<file path="src/rtl/misr_bist_ctrl_pkg.sv">
// Shared definitions for the MISR BIST controller: FSM state
// encoding and default signature / run-length widths.
package misr_bist_ctrl_pkg;

    localparam int DEF_W     = 120;
    localparam int DEF_CNT_W = 16;

    typedef enum logic [2:0] {
        ST_IDLE,
        ST_CLEAR,
        ST_RUN,
        ST_SETTLE,
        ST_COMPARE,
        ST_DONE
    } state_t;

endpackage

</file>
<file path="src/rtl/misr_bist_ctrl_cycle_counter.sv">
// bist_cycle_counter: run-length down-counter for the BIST controller.
// Ports: clk, reset_n, clr (sync zero), load/load_val, dec, count, last.
module bist_cycle_counter
    import misr_bist_ctrl_pkg::*;
#(
    parameter int CNT_W = DEF_CNT_W
) (
    input  logic             clk,
    input  logic             reset_n,
    input  logic             clr,
    input  logic             load,
    input  logic [CNT_W-1:0] load_val,
    input  logic             dec,
    output logic [CNT_W-1:0] count,
    output logic             last
);

    logic [CNT_W-1:0] cnt;

    always_ff @(posedge clk or negedge reset_n) begin
        if (!reset_n) begin
            cnt <= '0;
        end else if (clr) begin
            cnt <= '0;
        end else if (load) begin
            cnt <= load_val;
        end else if (dec && (cnt != '0)) begin
            cnt <= cnt - CNT_W'(1);
        end
    end

    // Decrement saturates at zero, so a full-scale load never wraps.
    assign count = cnt;
    assign last  = (cnt == CNT_W'(1));

endmodule

</file>
<file path="src/rtl/misr_bist_ctrl.sv">
// MISR BIST session controller: clears the MISR, runs the CUT for a
// programmed number of cycles, compares the signature with a golden value.
// Ports: clk, reset_n, start, abort, num_cycles, golden, misr_q (in);
//        misr_clr, misr_en, cut_run, busy, done, pass, sig_q (out).
// Option: MISR_BIST_SIG_CAPTURE_EN adds a signature capture register
//         on sig_q; otherwise sig_q is tied to zero.
module misr_bist_ctrl
    import misr_bist_ctrl_pkg::*;
#(
    parameter int W     = DEF_W,
    parameter int CNT_W = DEF_CNT_W
) (
    input  logic             clk,
    input  logic             reset_n,
    input  logic             start,
    input  logic             abort,
    input  logic [CNT_W-1:0] num_cycles,
    input  logic [W:0]       golden,
    input  logic [W:0]       misr_q,
    output logic             misr_clr,
    output logic             misr_en,
    output logic             cut_run,
    output logic             busy,
    output logic             done,
    output logic             pass,
    output logic [W:0]       sig_q
);

    state_t           state;
    state_t           state_nxt;
    logic [W:0]       golden_q;
    logic             pass_q;
    logic             cnt_last;
    logic [CNT_W-1:0] cnt_val;
    logic             kill;

    assign kill = abort && (state != ST_IDLE);

    bist_cycle_counter #(
        .CNT_W (CNT_W)
    ) u_cnt (
        .clk      (clk),
        .reset_n  (reset_n),
        .clr      (kill),
        .load     (state == ST_CLEAR),
        .load_val (num_cycles),
        .dec      (state == ST_RUN),
        .count    (cnt_val),
        .last     (cnt_last)
    );

    always_ff @(posedge clk or negedge reset_n) begin
        if (!reset_n) begin
            state <= ST_IDLE;
        end else begin
            state <= state_nxt;
        end
    end

    always_comb begin
        state_nxt = state;
        unique case (state)
            ST_IDLE: begin
                if (start && !abort) begin
                    state_nxt = ST_CLEAR;
                end
            end
            ST_CLEAR: begin
                if (num_cycles != '0) begin
                    state_nxt = ST_RUN;
                end else begin
                    state_nxt = ST_COMPARE;
                end
            end
            ST_RUN: begin
                if (cnt_last) begin
                    state_nxt = ST_SETTLE;
                end
            end
            ST_SETTLE:  state_nxt = ST_COMPARE;
            ST_COMPARE: state_nxt = ST_DONE;
            ST_DONE:    state_nxt = ST_IDLE;
            default:    state_nxt = ST_IDLE;
        endcase
        if (kill) begin
            state_nxt = ST_IDLE;
        end
    end

    always_ff @(posedge clk or negedge reset_n) begin
        if (!reset_n) begin
            golden_q <= '0;
        end else if (state == ST_CLEAR) begin
            golden_q <= golden;
        end
    end

    always_ff @(posedge clk or negedge reset_n) begin
        if (!reset_n) begin
            pass_q <= 1'b0;
        end else if (kill || (state == ST_CLEAR)) begin
            pass_q <= 1'b0;
        end else if (state == ST_COMPARE) begin
            pass_q <= (misr_q == golden_q);
        end
    end

`ifdef MISR_BIST_SIG_CAPTURE_EN
    logic [W:0] sig_r;

    always_ff @(posedge clk or negedge reset_n) begin
        if (!reset_n) begin
            sig_r <= '0;
        end else if (state == ST_CLEAR) begin
            sig_r <= '0;
        end else if ((state == ST_COMPARE) && !kill) begin
            sig_r <= misr_q;
        end
    end

    assign sig_q = sig_r;
`else
    assign sig_q = '0;
`endif

    // Counter value is only observed through its last flag.
    logic unused_cnt;
    assign unused_cnt = ^cnt_val;

    assign misr_clr = (state == ST_CLEAR);
    assign misr_en  = (state == ST_RUN);
    assign cut_run  = (state == ST_RUN);
    assign busy     = (state != ST_IDLE);
    assign done     = (state == ST_DONE);
    assign pass     = pass_q;

endmodule

</file>
<file path="config.mk">
export PLATFORM = sky130hd
export DESIGN_NAME = misr_bist_ctrl
export DESIGN_NICKNAME = d
export VERILOG_FILES = /design/src/rtl/misr_bist_ctrl_pkg.sv /design/src/rtl/misr_bist_ctrl_cycle_counter.sv /design/src/rtl/misr_bist_ctrl.sv
export SDC_FILE = /design/constraint.sdc
export NUM_CORES = 1
export LEC_CHECK = 0
export BUFFER_PORTS_ARGS = -buffer_cell sky130_fd_sc_hd__buf_2
export CAP_MARGIN = 20
export CELL_PAD_IN_SITES_DETAIL_PLACEMENT = 0
export CELL_PAD_IN_SITES_GLOBAL_PLACEMENT = 1
export CORE_MARGIN = 2
export CORE_UTILIZATION = 35
export CTS_BUF_LIST = sky130_fd_sc_hd__clkbuf_4
export CTS_CLUSTER_SIZE = 40
export DETAILED_ROUTE_END_ITERATION = 7
export PLACE_DENSITY = 0.9
export SETUP_SLACK_MARGIN = 0.15
export SLEW_MARGIN = 20
export SYNTH_ARGS = -nofsm -noshare
export SYNTH_HDL_FRONTEND = slang
export SYNTH_HIERARCHICAL = 1
export SYNTH_SLANG_ARGS = --single-unit
</file>
<file path="constraint.sdc">
create_clock -name clk -period 5.9 [get_ports clk]
set_input_delay 0.59 -clock clk [delete_from_list [all_inputs] [get_ports clk]]
set_output_delay 0.59 -clock clk [all_outputs]
set_load 0.02 [all_outputs]
</file>
==> summary.txt <==
DRT
---------------------------------------------------------------------------------
Drt first pass iters                                                            4
Met1 Wirelength                                                           7830 µm
Per-cell via count in the routed design                                      4.57
Antenna Violating Nets Remaining                                                0
Number of vias after detailed routing                                        5776
Detailed-route DRC error count                                                  0
Highest routed layer                                                         met4
Detailed route wirelength on metal3                                       1440 µm
Met2 routed WL                                                            9850 µm
Drt initial violations                                                        153
WL per Instance                                                           15.4 µm
Total wire length                                                        19400 µm

CTS
---------------------------------------------------------------------------------
Clk sink count                                                                141
Number of hold buffers added after cts                                          0
Clock latency at the later pin of the worst-skew pair                     0.53 ns
Root Driver                                                              clkbuf_4
Max Buffers Root-to-Sink                                                        2
Post-CTS Setup Bufs                                                             0
TritonCTS clock tree                                                         done
Total CTS buffers                                                              17
Clk slew on worst S/H paths                                               0.16 ns
CTS-repair resized insts                                                        0
Number of levels in the clock H-tree                                            4

WORST SETUP PATH
---------------------------------------------------------------------------------
Endpoint of the worst setup timing path                                  misr_clr
Setup crit start kind                                                   flip-flop
Largest fanout of any net on the critical path                                 54
Arr. time, crit path                                                      2.37 ns
Worst flop-to-flop path startpoint                                       state[1]
Setup CP Type                                                             reg2out
Critical Path End Type                                               primary output
Worst r2r dst                                                        u_cnt/count[9]
Reg-to-reg slack, setup                                                   3.13 ns
CP startpoint                                                            state[2]
Worst EP required                                                         5.31 ns
Cell depth of the worst flop-to-flop path                                       5

FINISH
---------------------------------------------------------------------------------
Share of cells above drive strength 1                                       43.9%
Area taken by flip-flops and latches                                     3530 µm²
Post-layout instance count excluding filler cells                            1263
Total area of multi-input combinational cells                            3960 µm²
Relative area change from synthesis to final layout                         17.7%
Fillers                                                                      2226
Final net count                                                              1228

PWR
---------------------------------------------------------------------------------
Highest ir drop seen on vdd                                              0.144 mV
Total power                                                             0.00296 W
Leakage power of the design                                               4.51 nW
PD cells                                                               310 nW/µm²

PLACE
---------------------------------------------------------------------------------
# port buffers                                                                267
Estimated wirelength of the detail-placed design                         15300 µm
Inst Count DP                                                                1230
Last weighted congestion value of the routability-driven placer             0.851

RUN STATUS
---------------------------------------------------------------------------------
Result of the run                                                    finished, final reports clean

TIMING
---------------------------------------------------------------------------------
Worst clock skew                                                        0.0284 ns
Final worst path period share                                               50.2%
Post-Route Setup TNS                                                         0 ns
Shortest period the worst path allows                                     2.96 ns
Peak clock frequency supported by timing                                  338 MHz
Count of final max-slew check failures                                          0
Transition time at the pin with the least slew margin                     1.02 ns
Final-report setup violation count                                              0
Unrepaired setup endpoints after global routing                             false
Final Hold Violating Endpoints                                                  0
Worst slew margin relative to its limit                                     31.9%

FLOORPLANNING
---------------------------------------------------------------------------------
Total number of placement rows                                                 55
Overall die area                                                        24400 µm²
Ports                                                                         389
Vertical extent of the die                                                 156 µm
Starting utilization of the core area                                       35.7%
Die width                                                                  156 µm
Core area                                                               22700 µm²

LOGIC SYNTHESIS
---------------------------------------------------------------------------------
Number of different library cells in the post-synthesis netlist                52
Dominant register cell in the synthesized netlist                         dfrtp_1
Leading post-synthesis cells by instance count                       dfrtp_1 (141), buf_4 (129), mux2_2 (115)
Syn Area/Cell                                                            11.6 µm²
Synthesis-stage register bit count                                            141
Area of the mapped netlist                                               8100 µm²
Asr flop ratio synth                                                         100%
Gate count of the mapped netlist                                              697
Number of enable flip-flop cells after synthesis                                0
Cell types occupying the most area after synthesis                   dfrtp_1 (44%), mux2_2 (16%), buf_4 (12%)
Most common cell in the netlist                                           dfrtp_1
Number of synthesis warnings                                                    6
Portion of synthesized cell area occupied by the leading cell type          43.6%
Fraction of the yosys area taken by sequential cells                        43.6%
Cell accounting for the most synthesized area                             dfrtp_1

GRT
---------------------------------------------------------------------------------
Largest net degree at the start of global routing                              79
Gr usage total                                                              15.9%
First-pass GRT wire length                                               29900 µm
Number of global-route vias before repair                                    5873
Antenna violations before repair                                                1
Global route overflow                                                           0

RUN
---------------------------------------------------------------------------------
Maxcap violations                                                               0

WORST HOLD PATH
---------------------------------------------------------------------------------
Worst min-delay path class                                               in2async

## worst max-delay path: stages (launching register included)
cell and delay (ns):
dfrtp_1 0.49, nor3b_4 0.42, buf_4 0.61, buf_2 0.29
## area by class of cell
cell class / count / share of cell area, %
antenna: 1 / 0.0263
clock buffer: 17 / 1.34
clock inverter: 15 / 1.58
inverter: 11 / 0.433
multi-input combinational: 523 / 41.5
sequential: 141 / 37.0
tap: 285 / 3.74
timing repair buffer: 270 / 14.3
## cells in the final DEF, fill, tap and decap left out, types with 4 or more instances in the layout
master    count
a211oi_1      5
a21oi_1       5
a311oi_1      8
buf_2       266
clkbuf_4     17
clkinv_4      4
conb_1      121
dfrtp_1     141
inv_1        11
inv_6         5
mux2_1        7
mux2_2      115
nand2_1       5
nand3_1       5
nand4_1      14
nor2_1       19
nor3_1        7
nor4_1       33
nor4_2        4
o21ai_0       5
or3_1         5
xnor2_1      22
xor2_1      100
## logic make-up (layout without fill, tap and decap cells)
kind of cell    Yosys count  after routing  synth area share (%)
buf+inv                 153            313                  13.2
xor+xnor                122            122                  13.2
compound gates           39             39                  3.66
mux                     123            123                  17.1
other cells               1            122                0.0463
flops                   141            141                  43.6
fa+ha+maj                 2              2                 0.309
simple gates            116            116                  8.96
## sequential cells by signal, summed over array words and instances (netlist names)
signal       count
u_cnt/count     16
state            3
golden_q       121
pass             1
## worst min-delay path by stage
stage	startpoint	end	depth (start not counted)
floorplan	reset_n	golden_q[0]	0
global placement	golden_q[27]	golden_q[27]	1
detailed placement	golden_q[24]	golden_q[24]	1
CTS	reset_n	golden_q[27]	1
global route	reset_n	golden_q[20]	1
finish	reset_n	golden_q[20]	1
## stage by stage
stage	hold slack (ns)	utilization [%]	setup WS [ns]	area [µm²]
floorplan	0.294	-	3.17	8550
global route	0.0696	42.0	2.72	9530
finish	0.0981	42.0	2.94	9530
CTS	0.0546	42.0	2.85	9530
global placement	0.491	40.7	3.14	9250
detailed placement	0.497	40.7	3.07	9250
## metal layers
layer	track usage (%)	vias to the layer above
li1	-	2731
met1	18.5	2790
met2	27.7	238
met3	5.17	17
met4	5.11	0
met5	0	-
## power breakdown
group,switching (W),total [W],leakage (nW),internal [W]
sequential,0.000218,0.00146,1.68,0.00124
combinational,0.000404,0.000868,2.68,0.000463
clock,0.000408,0.000630,0.145,0.000223
total,0.00103,0.00296,4.51,0.00193
No activity file was read; power rests on OpenSTA's default activity.
